$ cat src/rtl/scroll_pkg.sv
// rtl/scroll_pkg.sv - shared types, direction codes and next-position helper for scroll_ctrl
package scroll_pkg;

  typedef enum logic {PAUSE, RUN} scroll_state_e;

  localparam logic DIR_UP   = 1'b0;
  localparam logic DIR_DOWN = 1'b1;

  // Next rotation position with explicit wrap so any NUM_POS in 2..8 works
  function automatic int next_sel(input int sel, input logic dir, input int num_pos);
    if (dir == DIR_DOWN) begin
      return (sel == 0) ? num_pos - 1 : sel - 1;
    end
    return (sel == num_pos - 1) ? 0 : sel + 1;
  endfunction

endpackage

$ cat src/rtl/scroll_ctrl_if.sv
// rtl/scroll_ctrl_if.sv - control inputs and rotation outputs of scroll_ctrl
interface scroll_ctrl_if #(
  parameter int SEL_W = 3
);

  logic             run_en;
  logic             dir;
  logic             step_key_n;
  logic [SEL_W-1:0] sel;
  logic             tick;
  logic             wrap;

  modport master (
    output run_en, dir, step_key_n,
    input  sel, tick, wrap
  );

  modport slave (
    input  run_en, dir, step_key_n,
    output sel, tick, wrap
  );

endinterface

$ cat src/rtl/scroll_ctrl_tick_gen.sv
// rtl/scroll_ctrl_tick_gen.sv - prescaler counting 0..TICK_DIV-1 with terminal-count flag
module tick_gen #(
  parameter int TICK_DIV = 50_000_000
) (
  input  logic clk,
  input  logic rst_n,
  input  logic en,
  input  logic clr,
  output logic terminal
);

  localparam int CW = $clog2(TICK_DIV);

  logic [CW-1:0] r_cnt;

  assign terminal = (r_cnt == CW'(TICK_DIV - 1));

  // Count while enabled; clear has priority so a fresh run always starts from zero
  always_ff @(posedge clk) begin
    if (!rst_n || clr) begin
      r_cnt <= '0;
    end else if (en) begin
      r_cnt <= terminal ? '0 : r_cnt + CW'(1);
    end
  end

endmodule

$ cat src/rtl/scroll_ctrl.sv
// rtl/scroll_ctrl.sv - RUN/PAUSE scroll sequencer producing the rotator select
module scroll_ctrl
  import scroll_pkg::*;
#(
  parameter int TICK_DIV = 50_000_000,
  parameter int NUM_POS  = 8,
  parameter int SEL_W    = 3
) (
  input  logic           clk,
  input  logic           rst_n,
  scroll_ctrl_if.slave   bus
);

  scroll_state_e    r_state;
  logic [SEL_W-1:0] r_sel;
  logic             r_tick;
  logic             r_wrap;
  logic             r_sync1;
  logic             r_sync2;
  logic             r_hist;

  logic             w_run_active;
  logic             w_terminal;
  logic             w_timed_adv;
  logic             w_step_pulse;
  logic             w_step_adv;
  logic             w_adv;
  logic             w_wrap_next;
  logic [SEL_W-1:0] w_sel_next;

  // Prescaler only runs while RUN is both the state and the request; otherwise it sits at zero
  assign w_run_active = (r_state == RUN) && bus.run_en;

  tick_gen #(
    .TICK_DIV (TICK_DIV)
  ) u_tick_gen (
    .clk      (clk),
    .rst_n    (rst_n),
    .en       (w_run_active),
    .clr      (!w_run_active),
    .terminal (w_terminal)
  );

  assign w_timed_adv  = w_run_active && w_terminal;
  assign w_step_pulse = !r_sync2 && r_hist;
  assign w_step_adv   = w_step_pulse && (r_state == PAUSE) && !bus.run_en;
  assign w_adv        = w_timed_adv || w_step_adv;
  assign w_sel_next   = SEL_W'(next_sel(int'(r_sel), bus.dir, NUM_POS));
  assign w_wrap_next  = (bus.dir == DIR_UP) ? (r_sel == SEL_W'(NUM_POS - 1)) : (r_sel == '0);

  // Key synchroniser plus history flop; all reset to released so a reset drops any edge in flight
  always_ff @(posedge clk) begin
    if (!rst_n) begin
      r_sync1 <= 1'b1;
      r_sync2 <= 1'b1;
      r_hist  <= 1'b1;
    end else begin
      r_sync1 <= bus.step_key_n;
      r_sync2 <= r_sync1;
      r_hist  <= r_sync2;
    end
  end

  // RUN/PAUSE state follows run_en with one edge of latency
  always_ff @(posedge clk) begin
    if (!rst_n) begin
      r_state <= PAUSE;
    end else begin
      case (r_state)
        PAUSE:   if (bus.run_en)  r_state <= RUN;
        RUN:     if (!bus.run_en) r_state <= PAUSE;
        default: r_state <= PAUSE;
      endcase
    end
  end

  // Registered select with tick/wrap pulses coincident with the new value
  always_ff @(posedge clk) begin
    if (!rst_n) begin
      r_sel  <= '0;
      r_tick <= 1'b0;
      r_wrap <= 1'b0;
    end else begin
      r_tick <= w_timed_adv;
      r_wrap <= w_adv && w_wrap_next;
      if (w_adv) begin
        r_sel <= w_sel_next;
      end
    end
  end

  assign bus.sel  = r_sel;
  assign bus.tick = r_tick;
  assign bus.wrap = r_wrap;

endmodule

$ cat src/flat_wrapper.sv
// flat-port wrapper written by rule: the top's interface ports become plain ports
module scroll_ctrl_flat import scroll_pkg::*;
#(
  parameter int TICK_DIV = 50_000_000,
  parameter int NUM_POS  = 8,
  parameter int SEL_W    = 3
)
  (clk, rst_n, bus_run_en, bus_dir, bus_step_key_n, bus_sel, bus_tick, bus_wrap);
  scroll_ctrl_if #(.SEL_W(SEL_W)) bus_i ();
  input  logic clk;
  input  logic rst_n;
  input wire logic [$bits(bus_i.run_en)-1:0] bus_run_en;
  input wire logic [$bits(bus_i.dir)-1:0] bus_dir;
  input wire logic [$bits(bus_i.step_key_n)-1:0] bus_step_key_n;
  output wire logic [$bits(bus_i.sel)-1:0] bus_sel;
  output wire logic [$bits(bus_i.tick)-1:0] bus_tick;
  output wire logic [$bits(bus_i.wrap)-1:0] bus_wrap;
  assign bus_i.run_en = bus_run_en;
  assign bus_i.dir = bus_dir;
  assign bus_i.step_key_n = bus_step_key_n;
  assign bus_sel = bus_i.sel;
  assign bus_tick = bus_i.tick;
  assign bus_wrap = bus_i.wrap;
  scroll_ctrl #(.TICK_DIV(TICK_DIV), .NUM_POS(NUM_POS), .SEL_W(SEL_W)) u_core (.clk(clk), .rst_n(rst_n), .bus(bus_i));
endmodule
$ cat config.mk
export PLATFORM = sky130hd
export DESIGN_NAME = scroll_ctrl_flat
export DESIGN_NICKNAME = d
export VERILOG_FILES = /design/src/rtl/scroll_pkg.sv /design/src/rtl/scroll_ctrl_if.sv /design/src/rtl/scroll_ctrl_tick_gen.sv /design/src/rtl/scroll_ctrl.sv /design/src/flat_wrapper.sv
export SDC_FILE = /design/constraint.sdc
export NUM_CORES = 1
export LEC_CHECK = 0
export ABC_CLOCK_PERIOD_IN_PS = 2800
export BUFFER_PORTS_ARGS = -buffer_cell sky130_fd_sc_hd__clkbuf_2
export CORE_UTILIZATION = 40
export CTS_BUF_LIST = sky130_fd_sc_hd__clkbuf_2
export DETAILED_ROUTE_END_ITERATION = 8
export PLACE_DENSITY_LB_ADDON = 0.2
export SLEW_MARGIN = 10
export SYNTH_ARGS = -nofsm -noshare
export SYNTH_HDL_FRONTEND = slang
export SYNTH_SLANG_ARGS = --single-unit
$ cat constraint.sdc
create_clock -name clk -period 2.8 [get_ports clk]
set_input_delay 0.56 -clock clk [delete_from_list [all_inputs] [get_ports clk]]
set_output_delay 0.56 -clock clk [all_outputs]
set_load 0.1 [all_outputs]
Yosys cells after proc, flatten, opt, wreduce, memory -nomap -nowiden
Index checks and enable logic that the tools add are counted.
{ "word_totals": {"register_bits": 35, "in_bits": 5, "output_inout_bits": 5, "wordCells": 37} }
{ "op_classes": {"n_addsub": 3, "eq_ne": 3, "mux": 8, "bitwise_logic": 1, "reduce_logical": 14} }
{ "ops": {"columns": ["cell", "n"], "rows": [
  ["adder 26 x 1 -> 26 bit, second input constant", 1],
  ["== test 26 bit, second input constant", 1],
  ["2-to-1 mux 26 bit", 1],
  ["2-to-1 mux 3 bit", 4],
  ["logical AND 1 bit", 6],
  ["logical NOT 3 bit", 2],
  ["logical NOT 1 bit", 4],
  ["adder 3 x 1 -> 3 bit, second input constant", 1],
  ["== test 3 x 1 -> 1 bit, second input constant", 1],
  ["== test 3 bit, second input constant", 1],
  ["2-to-1 mux 1 bit", 3],
  ["subtractor 3 x 1 -> 3 bit, second input constant", 1],
  ["logical OR 1 bit", 2],
  ["inverter 1 bit", 1]
]} }

Longest topological paths before layout
{ "logic_depth": {"depth_word": 6, "mapped_depth": 6, "ltp_nobuf": 6} }

Hierarchy
From an unflattened synthesis, not the netlist that was laid out.
{ "hier_totals": {"cells_unflattened": 202, "hier_area_um2": 1770.4} }
{ "by_module_without_submodules": {"columns": ["module", "n_inst", "cells_each", "area_each_um2", "seq_area_each_um2"], "rows": [
  ["tick_gen", 1, 159, 1340.0, 520.5],
  ["scroll_ctrl", 1, 43, 430.4, 180.2]
]} }

Worst setup path after synthesis
OpenSTA, ideal clock, no wires.
{ "synth_timing": {"path_type": "flip-flop to flip-flop", "from": "register u_core.r_sel[0], in the netlist u_core.bus.sel[0]", "to": "register u_core.r_sel[2], in the netlist u_core.bus.sel[2]", "setup_time_ns": 0.124, "arrival_ns": 1.852, "required_ns": 2.676, "setup_slack_ns": 0.824, "stages_incl_launch_ff": 7, "n_path_buf": 0, "synth_period_minus_slack_ns": 1.976, "cell_sequence": "dfxtp_1 > inv_1 > ha_1 > nor3_1 > a211oi_1 > o21ai_0 > mux2i_1"} }
{ "synth_via": {"elab_chain_len": 4} }
{ "synth_lines": {"columns": ["element", "line_no", "rtl"], "rows": [
  ["start: declaration", "scroll_ctrl.sv:15", "logic [SEL_W-1:0] r_sel;"],
  ["start signal: assignment", "scroll_ctrl.sv:87", "r_sel <= w_sel_next;"],
  ["subtractor 3 x 1 -> 3 bit / logical NOT 3 bit (equally long branches)", "scroll_pkg.sv:12", "return (sel == 0) ? num_pos - 1 : sel - 1;"],
  ["2-to-1 mux 3 bit", "scroll_pkg.sv:12", null],
  ["2-to-1 mux 3 bit", "scroll_pkg.sv:11", "if (dir == DIR_DOWN) begin"],
  ["2-to-1 mux 3 bit (*)", "scroll_pkg.sv:14", "return (sel == num_pos - 1) ? 0 : sel + 1;"]
]} }
Mark *: on every way between the ends. The rest lies on a longest branch, timed or not.
A chain may end at the register's enable or synchronous reset.

Worst setup path in the final report
{ "layout_timing": {"from": "register u_core.u_tick_gen.r_cnt[0]", "to": "register u_core.u_tick_gen.r_cnt[16]"} }
{ "layout_via": {"elab_chain_len": 2} }
{ "layout_lines": {"columns": ["element", "line_no", "rtl"], "rows": [
  ["start: declaration", "scroll_ctrl_tick_gen.sv:14", "logic [CW-1:0] r_cnt;"],
  ["start signal: assignment", "scroll_ctrl_tick_gen.sv:23", "r_cnt <= terminal ? '0 : r_cnt + CW'(1);"],
  ["adder 26 x 1 -> 26 bit / == test 26 bit (equally long branches)", "scroll_ctrl_tick_gen.sv:23, scroll_ctrl_tick_gen.sv:16", null],
  ["2-to-1 mux 26 bit (*)", "scroll_ctrl_tick_gen.sv:23", null]
]} }
Marks and branches as above.

==> impl_metrics.xml <==
<?xml version="1.0" encoding="UTF-8"?>
<metrics>
  <group name="floorplanning">
    <metric name="rows" unit="">23</metric>
    <metric name="die_area" unit="mm2">0.004538</metric>
    <metric name="num_io_pins" unit="">10</metric>
    <metric name="initial_utilization" unit="">0.4212</metric>
    <metric name="die_width" unit="um">67.37</metric>
    <metric name="dieHeight" unit="um">67.37</metric>
    <metric name="fp.coreArea" unit="mm2">0.004058</metric>
  </group>
  <group name="finish">
    <metric name="final_core_util" unit="">0.4480</metric>
    <metric name="post_route_cells_drive_above_1_share" unit="">0.1658</metric>
    <metric name="layout.cell_area.non_filler" unit="mm2">0.001818</metric>
    <metric name="flow.area_growth_from_synthesis" unit="%">6.369</metric>
    <metric name="insertedDiodeCount" unit="">0</metric>
    <metric name="nets" unit="">210</metric>
  </group>
  <group name="timing">
    <metric name="maximum_clock_skew_at_final_layout" unit="ps">7.926</metric>
    <metric name="period_minus_slack" unit="ps">2193</metric>
    <metric name="max_slew_headroom" unit="">0.6446</metric>
    <metric name="tightest_slew" unit="ps">531.7</metric>
    <metric name="fmaxAchievable" unit="GHz">0.4559</metric>
    <metric name="post-route-period-util" unit="">0.7833</metric>
    <metric name="finalHoldViolCount" unit="">0</metric>
    <metric name="rsz0062_at_grt" unit="">false</metric>
    <metric name="finalSetupViolations" unit="">0</metric>
    <metric name="drv_slew" unit="">0</metric>
    <metric name="setup_total_negative_slack" unit="ps">0</metric>
  </group>
  <group name="routing">
    <metric name="routed_wire_length_per_instance" unit="um">13.28</metric>
    <metric name="detail_route.vias_per_cell" unit="">5.647</metric>
    <metric name="postRouteAntennaNets" unit="">0</metric>
    <metric name="drt_iter0_markers" unit="">85</metric>
    <metric name="route.final.wire_length" unit="um">3307</metric>
    <metric name="remaining_drc_errors" unit="">0</metric>
    <metric name="drt_pre_antenna_iters" unit="">4</metric>
    <metric name="vias" unit="">1406</metric>
  </group>
  <group name="cts">
    <metric name="number_of_buffers_inserted_during_clock_tree_synthesis" unit="">5</metric>
    <metric name="worstSkewPairLatency" unit="ps">360</metric>
    <metric name="clk_path_buf_depth" unit="">2</metric>
    <metric name="htree_num_levels" unit="">2</metric>
    <metric name="cts_num_sinks" unit="">35</metric>
    <metric name="cts-resized-gates" unit="">0</metric>
    <metric name="cts_tree" unit="">done</metric>
    <metric name="path_clk_slew" unit="ps">150</metric>
    <metric name="hold_buffers" unit="">0</metric>
    <metric name="post_cts_buffers" unit="">0</metric>
    <metric name="clk_root_buffer_cell" unit="">sky130_fd_sc_hd__clkbuf_2</metric>
  </group>
  <group name="placement">
    <metric name="detailed_place.area" unit="mm2">0.001788</metric>
    <metric name="gpl.final_weighted_congestion" unit="">0.7770</metric>
    <metric name="placement.io_buffers" unit="">9</metric>
    <metric name="hpwl" unit="um">2383</metric>
  </group>
  <group name="logic_synthesis">
    <metric name="ys.warnings.count" unit="">0</metric>
    <metric name="synth.avg_cell_area" unit="um2">9.043</metric>
    <metric name="synth_seq_area_share" unit="">0.4100</metric>
    <metric name="synthMostInstantiatedCell" unit="">sky130_fd_sc_hd__dfxtp_1</metric>
    <metric name="synth.top_cells.by_area" unit="">sky130_fd_sc_hd__dfxtp_1, sky130_fd_sc_hd__o31ai_1, sky130_fd_sc_hd__nor2_1</metric>
    <metric name="top_reg_cell_synth" unit="">sky130_fd_sc_hd__dfxtp_1</metric>
    <metric name="top_post_synthesis_cells_by_count" unit="">sky130_fd_sc_hd__dfxtp_1, sky130_fd_sc_hd__nor2_1, sky130_fd_sc_hd__nand2_1</metric>
    <metric name="synthArstFlopShare" unit="">0</metric>
    <metric name="yosys.area.top_type_share" unit="">0.4100</metric>
    <metric name="post_synth_inst_count" unit="">189</metric>
    <metric name="synth_enable_flop_cells" unit="">0</metric>
    <metric name="synth_top_area_cell" unit="">sky130_fd_sc_hd__dfxtp_1</metric>
    <metric name="synth_fp_nets" unit="">199</metric>
    <metric name="synth.cell_area" unit="mm2">0.001709</metric>
    <metric name="flip_flop_and_latch_count_after_synthesis" unit="">35</metric>
    <metric name="ys_types" unit="">43</metric>
  </group>
  <group name="global_routing">
    <metric name="grt_antenna_before_repair" unit="">0</metric>
    <metric name="grt_start_max_net_pins" unit="">17</metric>
    <metric name="gr-total-overflow" unit="">0</metric>
    <metric name="gr-usage-all-layers" unit="">0.1684</metric>
    <metric name="first_global_vias" unit="">1314</metric>
    <metric name="first_pass_grt_wire_length" unit="um">5658</metric>
  </group>
  <group name="critical_path">
    <metric name="worst_path_largest_cell_delay" unit="ps">620</metric>
    <metric name="crit_slowest_cell" unit="">sky130_fd_sc_hd__or3_2</metric>
    <metric name="cp_max_fo" unit="">14</metric>
    <metric name="arrival" unit="ps">2500</metric>
    <metric name="cp.required" unit="ps">3100</metric>
    <metric name="critical_path_startpoint_category" unit="">flip-flop</metric>
    <metric name="crit_path_end_kind" unit="">flip-flop</metric>
    <metric name="cp_cell_sequence" unit="">ha_1 &gt; nand3_1 &gt; or3_2 &gt; or4_2 &gt; a21oi_1</metric>
    <metric name="cp_top_family" unit="">simple AND/OR/NAND/NOR gates</metric>
    <metric name="timing.critical_path.buf_inv" unit="">0</metric>
    <metric name="critPathKind" unit="">flip-flop to flip-flop</metric>
  </group>
  <group name="power_and_ir_drop">
    <metric name="power.static_leakage" unit="nW">0.5904</metric>
    <metric name="vdd_ir_drop_max" unit="mV">0.1914</metric>
    <metric name="power_density" unit="mW/mm2">409.3</metric>
  </group>
  <group name="run_status">
    <metric name="run_status" unit="">finished clean</metric>
  </group>
  <group name="job">
    <metric name="max_cap_violations" unit="">0</metric>
  </group>
  <group name="worst_hold_path">
    <metric name="holdCritPathClass" unit="">primary input to flip-flop</metric>
  </group>
</metrics>
## where the power goes
part	leakage (nW)	internal (mW)	switching, mW
combinational	0.283	0.0105	0.0226
sequential	0.283	0.502	0.00307
clock	0.0249	0.0565	0.149
## placed cells by master, fill, tap and decap left out, types with 7 or more instances in the layout
cell / synthesis / routed
sky130_fd_sc_hd__xnor2_1: 7 / 7
sky130_fd_sc_hd__nand3_1: 10 / 10
sky130_fd_sc_hd__inv_1: 8 / 8
sky130_fd_sc_hd__clkbuf_2: 0 / 15
sky130_fd_sc_hd__nor2_1: 17 / 17
sky130_fd_sc_hd__o31ai_1: 11 / 10
sky130_fd_sc_hd__nand2_1: 12 / 12
sky130_fd_sc_hd__dfxtp_1: 35 / 35
sky130_fd_sc_hd__a21oi_1: 11 / 11
sky130_fd_sc_hd__or4_1: 8 / 8
## cell families (layout without fill, tap and decap cells)
group,count (synthesis),count (layout),synth area share
multiplexers,3,3,0.01757
flip-flops,35,35,0.4100
AND/OR/NAND/NOR,86,86,0.3031
XOR/XNOR,11,11,0.05637
buffers and inverters,15,25,0.04612
AO/OA/AOI/OAI,34,34,0.1303
adder cells (fa/ha/maj),5,5,0.03660
## sequential cells by signal (all words and copies together) (netlist names)
register                 flops
u_core.bus.wrap              1
u_core.r_hist                1
u_core.bus.sel               3
u_core.bus.tick              1
u_core.r_state               1
u_core.u_tick_gen.r_cnt     26
u_core.r_sync2               1
u_core.r_sync1               1
## area by class of cell
class	instances	area (um2)
Sequential cell	35	700.7
Tap cell	50	62.56
Timing Repair Buffer	11	60.06
Multi-Input combinational cell	139	934.6
Fill cell	421	2240
Clock buffer	6	30.03
Inverter	8	30.03
## per-stage QoR
stage | hold WS (ps) | worst slack (ps) | total power [mW] | instances
after global routing | 344.2 | 505.6 | 0.7849 | 249
after detailed placement | 409.6 | 522.0 | 0.5494 | 243
final | 376.2 | 606.7 | 0.7440 | 249
after global placement | 395.7 | 574.7 | 0.5480 | 243
after CTS | 352.3 | 604.5 | 0.7568 | 249
after floorplan | 386.3 | 824.2 | 0.5399 | 189
## layer usage
layer | vias up | GRT usage | part of all wire
li1 | 722 | - | -
met1 | 653 | 0.1955 | 0.45
met2 | 25 | 0.2888 | 0.48
met3 | 6 | 0.05068 | 0.048
met4 | 0 | 0.06383 | 0.016
met5 | - | 0 | 0
## final timing paths
kind	startpoint	endpoint	slack, ps	depth (start not counted)
min reg2reg	u_core.r_sync1$_SDFF_PN1_	u_core.r_sync2$_SDFF_PN1_	440	1
max reg2reg	u_core.u_tick_gen.r_cnt[0]$_SDFFE_PP0N_	u_core.u_tick_gen.r_cnt[16]$_SDFFE_PP0N_	610	5
max	u_core.u_tick_gen.r_cnt[0]$_SDFFE_PP0N_	u_core.u_tick_gen.r_cnt[16]$_SDFFE_PP0N_	610	5
min	bus_step_key_n	u_core.r_sync1$_SDFF_PN1_	380	2
No activity file was read; power rests on OpenSTA's default activity.
